**config.mk**
```make
export PLATFORM = sky130hd
export DESIGN_NAME = clock_set_ctrl
export DESIGN_NICKNAME = d
export VERILOG_FILES = /design/src/rtl/clock_set_ctrl.sv
export SDC_FILE = /design/constraint.sdc
export NUM_CORES = 1
export LEC_CHECK = 0
export CAP_MARGIN = 10
export CORE_AREA = 2 2 58 43
export DETAILED_ROUTE_END_ITERATION = 6
export DIE_AREA = 0 0 60 45
export PLACE_DENSITY = 0.66
export SYNTH_ARGS = -nofsm -noshare
export SYNTH_HDL_FRONTEND = slang
export SYNTH_SLANG_ARGS = --single-unit
```
**constraint.sdc**
```tcl
create_clock -name sig_1Hz -period 4.7 [get_ports sig_1Hz]
set_input_delay 1.175 -clock sig_1Hz [delete_from_list [all_inputs] [get_ports sig_1Hz]]
set_output_delay 1.175 -clock sig_1Hz [all_outputs]
set_load 0.01 [all_outputs]
```
**src/rtl/clock_set_ctrl.sv**
```systemverilog
// Mode/set controller for a clock: cycles RUN -> SET_HR -> SET_MIN -> SET_SEC on mode presses and emits increment strobes.
// Latency: every output is registered and reflects the inputs sampled at the previous sig_1Hz rising edge.
// Backpressure: none; the buttons are sampled every cycle and the strobes are fire-and-forget.
//
// Ports:
//   sig_1Hz    block clock, all state moves on its rising edge
//   reset      synchronous, active-high
//   mode_btn   mode button level (already synchronous)
//   inc_btn    increment button level (already synchronous)
//   run_en     1 while the seconds counter free-runs (RUN only)
//   hr_b       one-cycle hour increment strobe
//   min_b      one-cycle minute increment strobe
//   sec_clr    one-cycle seconds clear strobe
//   mode_state current mode: 0 RUN, 1 SET_HR, 2 SET_MIN, 3 SET_SEC
//   blink      blink enable for the field being set
module clock_set_ctrl #(
  parameter int unsigned TIMEOUT      = 30,  // idle cycles in a set mode before returning to RUN (1-63)
  parameter int unsigned REPEAT_DELAY = 2    // hold cycles before auto-repeat starts (1-7)
) (
  input  logic       sig_1Hz,
  input  logic       reset,
  input  logic       mode_btn,
  input  logic       inc_btn,
  output logic       run_en,
  output logic       hr_b,
  output logic       min_b,
  output logic       sec_clr,
  output logic [1:0] mode_state,
  output logic       blink
);

  localparam logic [1:0] RUN     = 2'd0;
  localparam logic [1:0] SET_HR  = 2'd1;
  localparam logic [1:0] SET_MIN = 2'd2;
  localparam logic [1:0] SET_SEC = 2'd3;

  localparam logic [2:0] RPT_TH  = 3'(REPEAT_DELAY);
  localparam logic [5:0] IDLE_LAST = 6'(TIMEOUT - 1);

  logic [1:0] state;
  logic [1:0] next_state;
  logic       mode_q;
  logic       inc_q;
  logic [2:0] hold_cnt;
  logic [2:0] next_hold;
  logic [5:0] idle_cnt;
  logic [5:0] next_idle;

  logic mode_edge;
  logic inc_edge;
  logic set_mode;
  logic repeat_ok;
  logic strobe_cond;
  logic fire;
  logic timeout;

  always_comb begin
    mode_edge = mode_btn & ~mode_q;
    inc_edge  = inc_btn & ~inc_q;
    set_mode  = (state != RUN);
    repeat_ok = inc_btn & inc_q & (hold_cnt >= RPT_TH);
    // Auto-repeat applies to hours and minutes only; seconds clear is edge-only.
    strobe_cond = set_mode & (inc_edge | (repeat_ok & (state != SET_SEC)));
    // A mode change in the same cycle swallows the strobe.
    fire = strobe_cond & ~mode_edge;
    // inc_btn=1 or a mode edge would have cleared idle_cnt, so no timeout then.
    timeout = set_mode & ~mode_edge & ~inc_btn & (idle_cnt == IDLE_LAST);
  end

  always_comb begin
    next_state = state;
    if (mode_edge) begin
      case (state)
        RUN:     next_state = SET_HR;
        SET_HR:  next_state = SET_MIN;
        SET_MIN: next_state = SET_SEC;
        default: next_state = RUN;
      endcase
    end else if (timeout) begin
      next_state = RUN;
    end
  end

  always_comb begin
    next_hold = hold_cnt;
    if (!inc_btn) begin
      next_hold = 3'd0;
    end else if (mode_edge && strobe_cond) begin
      next_hold = 3'd0;
    end else if (inc_q && (hold_cnt != 3'd7)) begin
      next_hold = hold_cnt + 3'd1;
    end
  end

  always_comb begin
    next_idle = idle_cnt + 6'd1;
    if (mode_edge || inc_btn || !set_mode || timeout) begin
      next_idle = 6'd0;
    end
  end

  always_ff @(posedge sig_1Hz) begin
    if (reset) begin
      state    <= RUN;
      run_en   <= 1'b1;
      hr_b     <= 1'b0;
      min_b    <= 1'b0;
      sec_clr  <= 1'b0;
      blink    <= 1'b0;
      mode_q   <= 1'b0;
      inc_q    <= 1'b0;
      hold_cnt <= 3'd0;
      idle_cnt <= 6'd0;
    end else begin
      state    <= next_state;
      run_en   <= (next_state == RUN);
      hr_b     <= fire & (state == SET_HR);
      min_b    <= fire & (state == SET_MIN);
      sec_clr  <= fire & (state == SET_SEC);
      // Entering a set mode starts the blink phase at 1; it then alternates.
      if (next_state == RUN) begin
        blink <= 1'b0;
      end else if (!set_mode) begin
        blink <= 1'b1;
      end else begin
        blink <= ~blink;
      end
      mode_q   <= mode_btn;
      inc_q    <= inc_btn;
      hold_cnt <= next_hold;
      idle_cnt <= next_idle;
    end
  end

  assign mode_state = state;

endmodule

```
==> flow_metrics.tcl, run 1 <==
set metrics [dict create \
    swShare_pct 24.0 \
    synth_area_leader "dfxtp_1" \
    wire_length_of_the_first_global_routing_pass_um 2230 \
    post_cts_hold_buffer_count 0 \
    max_rail_drop_vdd_uv 157 \
    maximum_number_of_pins_on_one_net_before_global_route_repair 10 \
    vias 588 \
    wl_um 1340 \
    whs_ns 0.471 \
    postSynthAreaPerCell_um2 10.1 \
    post-route-min-period_ns 2.73 \
    critPathRequiredTime_ns 4.90 \
    dp.final_hpwl_um 1030 \
    die_area_um2 2700 \
    clock_sinks 18 \
    max_slew.worst_pin.slew_ns 0.680 \
    clkSlewWorstSetupHoldPaths_ns 0.08 \
    detail_route.wl_per_cell_um 10.7 \
    detail-route-antenna-nets 0 \
    totalPowerFinal_uw 275 \
    worst_clock_skew_ns 0.00395 \
    grt_antenna_before_repair 0 \
    leakagePower_uw 0.000379 \
    netlist_top_cells_area "dfxtp_1 (44%), ha_1 (14%), nor2_1 (5.5%)" \
    syn_to_final_growth_pct 19.4 \
    rsz0062_at_grt "no" \
    power.share.sequential_pct 59.4 \
    synthCells 81 \
    final.setup.tns_ns 0 \
    post_cts.resized_instances 0 \
    portBuffers 10 \
    crit_fanout 8 \
    gr-total-overflow 0 \
    number_of_violations_of_the_max_capacitance_limit 0 \
    ys.warnings.count 0 \
    worstSetupStartpointType "input port" \
    cts.repair_timing.setup_buffer_count 0 \
    internal_power_uw 209 \
    period_utilization_post_route_pct 58.0 \
    gp_routability_congestion 0.698 \
    final_util_pct 46.2 \
    count_of_endpoints_failing_setup_in_the_final_report 0 \
    synthDistinctLibCells 26 \
    insertion_delay_ns 0.28 \
    final_common_cell "dfxtp_1" \
    finalInstanceArea_um2 978 \
    vias_in_the_first_global_route 499 \
    power_density_nw_per_um2 281 \
    numCtsBuffers 3 \
    start_util_pct 38.7 \
    setup.reg_to_reg.worst_slack_ns 2.99 \
    ratio_of_cells_with_drive_above_1_in_the_final_layout_pct 8.60 \
    register_with_the_most_flip_flops "idle_cnt" \
    max_freq_ghz 0.367 \
    gr-usage-all-layers_pct 11.6 \
    timing.max_slew.rel_slack_pct 54.6 \
    status "finished clean" \
    post-synth-top-area-fraction_pct 44.0 \
    post_synth_net_total 94 \
    ys_seq_area_share_pct 44.0 \
    io-pin-count 11 \
    synth-seq-cells 18 \
    final-hold-violation-count 0 \
    floorplan.die.height_um 45 \
    die_x_um 60 \
    critical_path_arrival_ns 2.92 \
    timing.final.max_slew_violations 0 \
    largest_register_ffs 6 \
    detail_route.vias_per_cell 4.70 \
    maximum_clock_insertion_buffer_count 2 \
    tritoncts "done" \
    diodes 0 \
    num_rows 14 \
    hold_path.class "reg2reg" \
    p_switching_uw 66.0 \
    nets 108 \
    cts-htree-levels 1 \
    placed_cell_area_um2 956 \
    most-common-layout-cells "dfxtp_1 (18), nor2_1 (12), clkdlybuf4s50_1 (10), ha_1 (9), inv_1 (7)" \
    drt-pass1-iter-count 4 \
    route.detailed.drc 0 \
    worst-setup-path-type "in2reg" \
    cts-root-buf "clkbuf_4" \
    syn_area_um2 820 \
    floorplan_core_area_um2 2120 \
    initialDrtViolationCount 8 \
    power.share.combinational_pct 14.7 \
    clockPowerShare_pct 25.9 \
    critical_path.endpoint_type "flip-flop" \
]
## Yosys cell counts
cell and count:
a2111oi_2 1, a211oi_1 1, a21o_1 1, a221oi_1 1, a41o_1 1, clkbuf_1 1
dfxtp_1 18, ha_1 9, inv_1 7, mux2_2 1, mux2i_1 2, nand2_1 2
nand2b_1 3, nand3_1 3, nand3_2 1, nor2_1 12, nor2b_1 4, nor4b_1 3
o2111ai_1 1, o21ai_0 1, o41ai_2 1, or2_2 1, or4_1 1, or4b_1 1
xnor2_1 2, xor2_1 2
## kinds of logic (layout without fill, tap and decap cells)
kind of cell	after synthesis	in the layout	synth area share [%]
AND/OR/NAND/NOR	31	31	20.9
adder cells (fa/ha/maj)	9	9	13.7
buffers and inverters	8	20	3.66
AO/OA/AOI/OAI	8	8	9.62
XOR/XNOR	4	4	4.28
multiplexers	3	3	3.82
flip-flops	18	18	44.0
## layout make-up
class / instances / area [µm²]
tap: 32 / 40.0
clock buffer: 3 / 22.5
timing repair buffer: 10 / 100
fill: 208 / 1140
sequential: 18 / 360
inverter: 7 / 26.3
multi-input combinational: 55 / 429
## routing by layer
metal | share of wire (%) | GRT usage, % | wire (µm) | vias up
met4 | 1.6 | 6.67 | 21 | 0
li1 | - | - | - | 307
met1 | 57 | 16.2 | 761 | 264
met3 | 5.4 | 5.44 | 73 | 2
met2 | 36 | 14.3 | 487 | 15
met5 | 0 | 0 | 0 | -
## critical path: stages
cell,delay [ns]
clkdlybuf4s50_1,0.49
nor2b_1,0.57
mux2_2,0.43
a221oi_1,0.25
## final timing paths
kind	from	to	cells past startpoint
worst min register to register	blink	blink	1
worst max-delay path	mode_btn	blink	4
worst max register to register	mode_state[0]	mode_state[0]	5
worst min-delay path	blink	blink	1
## through the flow
stage          setup WS (ns)  cells
3_5_place_dp            1.67    122
3_3_place_gp            1.71    122
4_1_cts                 1.99    125
2_1_floorplan           2.42     81
5_1_grt                 1.89    125
6_report                1.97    125
## power groups by stage
stage	clock network [µW]	registers [µW]	logic, µW
after floorplan	0	168	22.5
after global placement	0	167	40.0
after detailed placement	0	166	40.6
after CTS	76.9	163	40.9
after global routing	79.3	164	45.6
final	71.2	163	40.5
No activity file was read; power rests on OpenSTA's default activity.
==> inputs of run 2 (changes only) <==
==> constraint.sdc (replaced) <==
create_clock -name sig_1Hz -period 2.8 [get_ports sig_1Hz]
set_input_delay 0.7 -clock sig_1Hz [delete_from_list [all_inputs] [get_ports sig_1Hz]]
set_output_delay 0.7 -clock sig_1Hz [all_outputs]
set_load 0.01 [all_outputs]
==> run 2 against run 1 <==
Clock skew increased by 0.0030 ns. Global-route usage up 1.8 points. Worst hold slack gained 0.020 ns. Register-to-register slack worse by 1.9 ns.
==> flow_metrics.tcl, run 2 (synthesized netlist as in run 1, its figures left out) <==
set metrics [dict create \
    holdCritStartpoint "blink" \
    gp_routability_congestion 0.706 \
    post-route-min-period_ns 2.02 \
    post-place-cells 123 \
    grtUsageMet2_pct 18.0 \
    initialDrtViolationCount 14 \
    grt_antenna_before_repair 0 \
    largest_register_ffs 6 \
    gr-usage-all-layers_pct 13.4 \
    nets 109 \
    cts-htree-levels 1 \
    register_with_the_most_flip_flops "idle_cnt" \
    detail-route-antenna-nets 0 \
    leakagePower_uw 0.000391 \
    route.detailed.drc 0 \
    whs_ns 0.491 \
    portBuffers 10 \
    die_area_um2 2700 \
    total_area_of_multi_input_combinational_cells_um2 429 \
    power_density_nw_per_um2 509 \
    cts-root-buf "clkbuf_4" \
    final-instance-count-excl-fill 127 \
    cts.repair_timing.setup_buffer_count 0 \
    start_util_pct 38.7 \
    floorplan.die.height_um 45 \
    final_common_cell "dfxtp_1" \
    layout.area.seq_um2 360 \
    number_of_violations_of_the_max_capacitance_limit 0 \
    wire_length_of_the_first_global_routing_pass_um 2570 \
    maximum_number_of_pins_on_one_net_before_global_route_repair 11 \
    maximum_clock_insertion_buffer_count 2 \
    insertion_delay_ns 0.30 \
    num_rows 14 \
    io-pin-count 11 \
    period_utilization_post_route_pct 72.2 \
    critical_path_arrival_ns 2.24 \
    status "finished clean" \
    tritoncts "done" \
    count_of_endpoints_failing_setup_in_the_final_report 0 \
    nFillCells 191 \
    ratio_of_cells_with_drive_above_1_in_the_final_layout_pct 10.5 \
    post_cts.resized_instances 0 \
    max_slew.worst_pin.slew_ns 0.460 \
    final_util_pct 47.2 \
    groute.layer.met3.usage_pct 3.44 \
    drt-pass1-iter-count 4 \
    timing.critical_path.from "mode_btn" \
    syn_to_final_growth_pct 22.0 \
    detail_route.wl_per_cell_um 11.7 \
    critical_path.endpoint_type "flip-flop" \
    final-hold-violation-count 0 \
    globalRoute.busiestLayer "met1" \
    gr-usage-met1_pct 18.6 \
    die_x_um 60 \
    crit_fanout 6 \
    hold_path.class "reg2reg" \
    clock_sinks 18 \
    max_rail_drop_vdd_uv 184 \
    vias_in_the_first_global_route 573 \
    clkSlewWorstSetupHoldPaths_ns 0.11 \
    post_cts_hold_buffer_count 0 \
    totalPowerFinal_uw 509 \
    diodes 0 \
    max_freq_ghz 0.495 \
    detail_route.vias_per_cell 4.66 \
    setup.reg_to_reg.worst_slack_ns 1.09 \
    timing.final.max_slew_violations 0 \
    rsz0062_at_grt "no" \
    wl_um 1490 \
    most-common-layout-cells "dfxtp_1 (18), nor2_1 (12), clkdlybuf4s50_1 (10), ha_1 (9), inv_1 (7)" \
    worst_clock_skew_ns 0.00692 \
    final.setup.tns_ns 0 \
    timing.max_slew.rel_slack_pct 69.0 \
    gr-total-overflow 0 \
    vias 592 \
    critPathRequiredTime_ns 3.02 \
    startpoint_of_the_lowest_slack_register_to_register_path "mode_state[1]" \
    worstSetupStartpointType "input port" \
    worst-setup-path-type "in2reg" \
    floorplan_core_area_um2 2120 \
    numCtsBuffers 3 \
]
run 2: cell types whose count changed in the layout (fill, tap and decap cells not counted), sizes merged:
cell and change:
buf +1, clkbuf +1
run 2: layer usage:
| metal | vias up | share of wire [%] |
|---|---|---|
| li1 | 309 | - |
| met1 | 262 | 53 |
| met2 | 16 | 38 |
| met3 | 5 | 5.1 |
| met4 | 0 | 3.6 |
| met5 | - | 0 |
run 2: worst paths after layout:
check / end / cells after the start
setup / recovery: blink / 4
hold / removal: blink / 1
setup reg to reg: mode_state[0] / 5
hold reg to reg: blink / 1
run 2: critical path: stages:
cell and delay, ns:
clkdlybuf4s50_1 0.49, nor2b_1 0.39, mux2_2 0.41, a221oi_1 0.25
run 2: area by class of cell:
cell class	instances	area share, %
clock buffer	4	3.63
tap	32	4.01
multi-input combinational	55	42.9
sequential	18	36.0
timing repair buffer	11	10.8
inverter	7	2.63
run 2: metrics by stage:
stage / area [µm²] / setup slack [ns]
finish: 1000 / 0.779
global route: 1000 / 0.689
CTS: 1000 / 0.781
detailed placement: 963 / 0.455
global placement: 963 / 0.487
floorplan: 820 / 0.992
run 2: power by group:
part / internal (µW) / switching (µW) / total [µW] / leakage [µW]
Sequential: 266 / 8.10 / 274 / 0.000147
Combinational: 35.7 / 34.6 / 70.3 / 0.000223
Clock: 79.5 / 84.7 / 164 / 0.0000210
Total: 381 / 127 / 509 / 0.000391
